### src/rtl/regfile_write_queue.sv
// regfile_write_queue: buffers (addr, data) write-back results in a small FIFO
// and drains them one per cycle into the register file write port. A
// combinational lookup lets decode forward values that are still queued.
module regfile_write_queue #(
  parameter int DEPTH = 4,
  parameter int AW    = 5,
  parameter int DW    = 32
) (
  input  logic                       clock,
  input  logic                       reset,
  input  logic                       in_valid,
  output logic                       in_ready,
  input  logic [AW-1:0]              in_addr,
  input  logic [DW-1:0]              in_data,
  input  logic                       wr_hold,
  output logic                       write,
  output logic [AW-1:0]              waddr,
  output logic [DW-1:0]              wdata,
  input  logic [AW-1:0]              q_addr,
  output logic                       q_hit,
  output logic [DW-1:0]              q_data,
  output logic [$clog2(DEPTH):0]     count
);

  localparam int PW = $clog2(DEPTH);
  localparam int CW = PW + 1;
  localparam logic [CW-1:0] FULL = CW'(DEPTH);

  logic [AW-1:0] addrStore_q [DEPTH];
  logic [DW-1:0] dataStore_q [DEPTH];
  logic [PW-1:0] rdPtr_q, rdPtr_d;
  logic [PW-1:0] wrPtr_q, wrPtr_d;
  logic [CW-1:0] count_q, count_d;

  logic push;
  logic pop;
  logic notEmpty;
  logic unusedQAddr;

  // The register file decodes only the low three address bits, so the lookup
  // does the same; the upper bits are deliberately ignored.
  assign unusedQAddr = ^q_addr;

  assign notEmpty = (count_q != '0);
  // in_ready looks only at registered occupancy: a full queue refuses even
  // when a pop is happening, which keeps wr_hold/in_valid off this path.
  assign in_ready = (count_q != FULL);
  assign push     = in_valid & in_ready;
  assign write    = notEmpty & ~wr_hold;
  assign pop      = write;
  assign count    = count_q;

  // Head entry is presented to the register file even while held off.
  always_comb begin
    waddr = '0;
    wdata = '0;
    if (notEmpty) begin
      waddr = addrStore_q[rdPtr_q];
      wdata = dataStore_q[rdPtr_q];
    end
  end

  // Pointer and occupancy next-state; simultaneous push and pop cancel out.
  always_comb begin
    rdPtr_d = rdPtr_q;
    wrPtr_d = wrPtr_q;
    count_d = count_q;
    if (push) begin
      wrPtr_d = wrPtr_q + 1'b1;
    end
    if (pop) begin
      rdPtr_d = rdPtr_q + 1'b1;
    end
    case ({push, pop})
      2'b10:   count_d = count_q + 1'b1;
      2'b01:   count_d = count_q - 1'b1;
      default: count_d = count_q;
    endcase
  end

  // Pointer/occupancy registers; reset empties the queue and drops any
  // push or pop presented in the same cycle.
  always_ff @(posedge clock) begin
    if (!reset) begin
      rdPtr_q <= '0;
      wrPtr_q <= '0;
      count_q <= '0;
    end else begin
      rdPtr_q <= rdPtr_d;
      wrPtr_q <= wrPtr_d;
      count_q <= count_d;
    end
  end

  // Entry storage; contents are left alone by reset since occupancy guards them.
  always_ff @(posedge clock) begin
    if (reset && push) begin
      addrStore_q[wrPtr_q] <= in_addr;
      dataStore_q[wrPtr_q] <= in_data;
    end
  end

  // Forwarding lookup: walk occupied entries oldest to youngest so the
  // youngest match is the one left standing.
  always_comb begin
    logic [PW-1:0] idx;
    q_hit  = 1'b0;
    q_data = '0;
    idx    = '0;
    for (int i = 0; i < DEPTH; i++) begin
      idx = rdPtr_q + PW'(i);
      if ((CW'(i) < count_q) && (addrStore_q[idx][2:0] == q_addr[2:0])) begin
        q_hit  = 1'b1;
        q_data = dataStore_q[idx];
      end
    end
  end

endmodule

### config.mk
export PLATFORM = sky130hd
export DESIGN_NAME = regfile_write_queue
export DESIGN_NICKNAME = d
export VERILOG_FILES = /design/src/rtl/regfile_write_queue.sv
export SDC_FILE = /design/constraint.sdc
export NUM_CORES = 1
export LEC_CHECK = 0
export ABC_CLOCK_PERIOD_IN_PS = 3220
export CAP_MARGIN = 20
export CORE_AREA = 2 2 134 136
export DETAILED_ROUTE_END_ITERATION = 8
export DIE_AREA = 0 0 136 138
export GPL_TIMING_DRIVEN = 0
export PLACE_DENSITY_LB_ADDON = 0.25
export SYNTH_ARGS = -nofsm -noshare
export SYNTH_HDL_FRONTEND = slang
export SYNTH_SLANG_ARGS = --single-unit
### constraint.sdc
create_clock -name clock -period 3.22 [get_ports clock]
set_input_delay 0.805 -clock clock [delete_from_list [all_inputs] [get_ports clock]]
set_output_delay 0.805 -clock clock [all_outputs]
set_load 0.02 [all_outputs]
==> flow_summary.yaml <==
run_status:
  violated_checks: "negative setup slack"
  outcome: "finished with violations"
global_route:
  first_pass_grt_wire_length_mm: 42.0
  grt_pass1_vias: 7207
  initial_antenna_violation_count: 0
  globalRouteOverflowTotal: 0
  grt_usage_pct: 30.5
  largest_net_degree_at_the_start_of_global_routing: 24
die:
  die-width_microns: 136
  die_ht_microns: 138
  fp.dieArea_sq_mm: 0.0188
  start_util_pct: 55.5
  row_count: 49
  boundaryPins: 121
  design.core.area_sq_mm: 0.0175
synth:
  synth.avg_cell_area_sq_um: 16.4
  synth_ff_type: "sky130_fd_sc_hd__edfxtp_1"
  synth.lib_cells_used.distinct: 35
  seq_area_frac_synth_pct: 47.5
  net_count_after_synthesis: 649
  number_of_enable_flip_flop_cells_after_synthesis: 148
  postSynth.asyncResetShare_pct: 0
  number_of_register_bits_inferred_by_synthesis: 157
  synthCells: 594
  yosysWarningCount: 0
  post_synth_instance_area_sq_mm: 0.00974
sta:
  finalHoldViolations: 0
  setup_slack_ns: -0.611
  period_share_pct: 119
  period_needed_ns: 3.83
  setup_viol: 33
  finClkSkew_ns: 0.0129
  slew_margin_rel_pct: 58.2
  max_freq_ghz: 0.261
  final-max-slew-violation-count: 0
  grt_setup_unrepaired: "true"
  worst_pin_slew_ns: 0.627
detailed_routing:
  remaining_drc_errors: 0
  finalWirelength_mm: 28.5
  post_drt_wl_per_cell_microns: 28.2
  drtPass1Iterations: 5
  drt_iter0_drc: 825
  viasPerCell: 7.05
  vias: 7130
  drtAntennaViolNets: 0
critical_path:
  req_time_crit_path_ns: 2.41
  cp_data_arrival_time_ns: 3.03
  critPathCaptureType: "primary output"
  reg2regPathDepth: 7
  crit_fanout: 7
  crit-reg2reg-capture: "dataStore_q[3][17]$_DFFE_PP_"
  start_kind: "flip-flop"
  timing.reg2reg.setup_slack_ns: 0.78
  regToRegStartpoint: "count[0]$_SDFFE_PN0P_"
  critPathKind: "flip-flop to primary output"
power:
  ir_drop_v: 0.000629
  power_density_mw_per_mm2: 754
  cellLeakagePower_uw: 0.00436
cts:
  htree_levels: 4
  post_cts_hold_buffers: 0
  worst_skew_pair.late_latency_ns: 0.44
  tritoncts: "done"
  cts_num_sinks: 157
  cts.path.max_buffers: 2
  ctsRootBufferMaster: "sky130_fd_sc_hd__clkbuf_16"
  cts_made_buffers: 17
  clk_transition_reported_paths_ns: 0.06
placement:
  gp_congestion: 0.816
  numPortBuffers: 118
  hpwlAfterDp_mm: 17.3
  post_dp_cell_area_sq_mm: 0.0114
  placement.setup.worst_slack_ns: -1.28
  placed_cell_count: 945
finish:
  post_route_cells_drive_above_1_share_pct: 49.0
  final_cell_area_sq_mm: 0.0129
  fin_cells: 1011
  most_common_cell_after_layout_fill_and_taps_aside: "sky130_fd_sc_hd__edfxtp_1"
  areaGrowthSynthToFinish_pct: 32.3
  final_core_utilization_pct: 73.5
  fillerInstances: 1055
  most-common-layout-cells: "sky130_fd_sc_hd__edfxtp_1 (148), sky130_fd_sc_hd__mux4_2 (142), sky130_fd_sc_hd__buf_4 (60)"
  count_of_nets_after_finishing: 823
min_path:
  worst_hold_path.endpoint: "count[1]$_SDFFE_PN0P_"
  min-delay-path-class: "flip-flop to flip-flop"
  min_from: "count[1]$_SDFFE_PN0P_"
  min_path_cells: 3
flow_run:
  maxCapViolCount: 0
flip-flops by register name (all words and copies together), names as in the netlist, named ones only:
signal and count:
dataStore_q 128, rdPtr_q 2, wrPtr_q 2, count 3
addrStore_q 20
worst max-delay path, cell delays in order (launching register included):
cell                       delay, ns
sky130_fd_sc_hd__dfxtp_2        0.33
sky130_fd_sc_hd__buf_6          0.11
sky130_fd_sc_hd__buf_6          0.09
sky130_fd_sc_hd__mux4_2         0.51
sky130_fd_sc_hd__xor2_2         0.17
sky130_fd_sc_hd__nor4_4         0.34
sky130_fd_sc_hd__buf_4          0.17
sky130_fd_sc_hd__buf_12         0.13
sky130_fd_sc_hd__buf_12         0.14
sky130_fd_sc_hd__buf_12         0.11
sky130_fd_sc_hd__a221oi_4       0.06
sky130_fd_sc_hd__o31ai_2        0.23
sky130_fd_sc_hd__buf_4          0.19
worst max path at each step:
stage / from / slack (ns) / cells after the start / endpoint
3_5_place_dp: q_addr[2] / -1.28 / 8 / q_data[7]
6_report: rdPtr_q[0]$_SDFFE_PN0P_ / -0.61 / 12 / q_data[23]
5_1_grt: rdPtr_q[0]$_SDFFE_PN0P_ / -0.68 / 12 / q_data[19]
2_1_floorplan: rdPtr_q[0]$_SDFFE_PN0P_ / 0.03 / 8 / q_data[30]
4_1_cts: rdPtr_q[0]$_SDFFE_PN0P_ / -0.53 / 11 / q_data[20]
3_3_place_gp: q_addr[2] / -1.31 / 8 / q_data[6]
synthesized netlist by cell type, types with 2 or more instances:
cell | instances | area share [%]
sky130_fd_sc_hd__dfxtp_1 | 9 | 1.8
sky130_fd_sc_hd__buf_2 | 17 | 0.87
sky130_fd_sc_hd__xor2_1 | 6 | 0.54
sky130_fd_sc_hd__nand3_1 | 2 | 0.10
sky130_fd_sc_hd__inv_1 | 5 | 0.19
sky130_fd_sc_hd__o21ai_0 | 2 | 0.10
sky130_fd_sc_hd__o31ai_1 | 31 | 2.4
sky130_fd_sc_hd__clkbuf_1 | 23 | 0.89
sky130_fd_sc_hd__buf_4 | 6 | 0.46
sky130_fd_sc_hd__nor2_1 | 34 | 1.3
sky130_fd_sc_hd__ha_1 | 9 | 1.2
sky130_fd_sc_hd__nor2b_1 | 3 | 0.19
sky130_fd_sc_hd__a21oi_1 | 3 | 0.15
sky130_fd_sc_hd__and2_1 | 44 | 2.8
sky130_fd_sc_hd__buf_1 | 12 | 0.46
sky130_fd_sc_hd__a221oi_1 | 11 | 0.99
sky130_fd_sc_hd__a221oi_2 | 20 | 3.1
sky130_fd_sc_hd__nand4_1 | 2 | 0.13
sky130_fd_sc_hd__or3_1 | 2 | 0.13
sky130_fd_sc_hd__xnor2_1 | 11 | 0.99
sky130_fd_sc_hd__nand2b_1 | 2 | 0.13
sky130_fd_sc_hd__and3_1 | 4 | 0.26
sky130_fd_sc_hd__edfxtp_1 | 148 | 46
sky130_fd_sc_hd__nand2_1 | 36 | 1.4
sky130_fd_sc_hd__mux4_2 | 142 | 33
where the power goes:
part / internal [uW] / leakage, uW / switching [uW]
Sequential: 2370 / 0.00142 / 116
Combinational: 2570 / 0.00268 / 2730
Clock: 1130 / 0.000262 / 808
Total: 6070 / 0.00436 / 3650
area by class of cell:
cell class | count | area, sq um | area share [%]
inverter | 5 | 18.8 | 0.146
clock buffer | 20 | 437 | 3.39
buffer | 57 | 584 | 4.53
antenna | 1 | 2.50 | 0.0194
multi-input combinational | 374 | 5340 | 41.4
timing repair buffer | 156 | 1470 | 11.4
sequential | 157 | 4630 | 35.9
tap | 229 | 287 | 2.22
clock inverter | 12 | 123 | 0.951
metrics by stage:
stage                     hold WS (ns)  setup TNS (ns)  power (uW)
after floorplan                  0.625               0        5590
after global placement           0.594         -149.80        7190
after detailed placement         0.624          -59.09        7260
after CTS                        0.633          -15.18        9420
after global routing             0.680          -21.29       10100
final                            0.672          -18.42        9720
what timing repair did:
action | in CTS | in global routing
endpoints found under the setup margin | 70 | 37
pin swaps | 18 | 21
resized for setup | 341 | 36
setup buffers | 26 | 10
gates cloned | 3 | 0
routing by layer:
metal | track usage (%) | vias to the layer above | routed length [microns]
met2 | 50.5 | 549 | 14600
met4 | 10.3 | 0 | 807
met3 | 7.48 | 87 | 2840
met5 | 0 | - | 0
met1 | 39.9 | 3631 | 10200
li1 | - | 2863 | -
kinds of logic (layout without fill, tap and decap cells):
| kind of cell | count (synthesis) | after routing | share of synthesized area [%] |
|---|---|---|---|
| DFF | 157 | 157 | 47.5 |
| muxes | 143 | 143 | 32.9 |
| and+or+nand+nor | 134 | 134 | 6.96 |
| AOI/OAI and AO/OA | 71 | 71 | 7.05 |
| buffers and inverters | 63 | 250 | 2.88 |
| xor gates and xnor gates | 17 | 17 | 1.53 |
| adders and majority gates | 9 | 9 | 1.16 |
| other | 0 | 1 | 0 |
(Power assumes the default switching activity.)
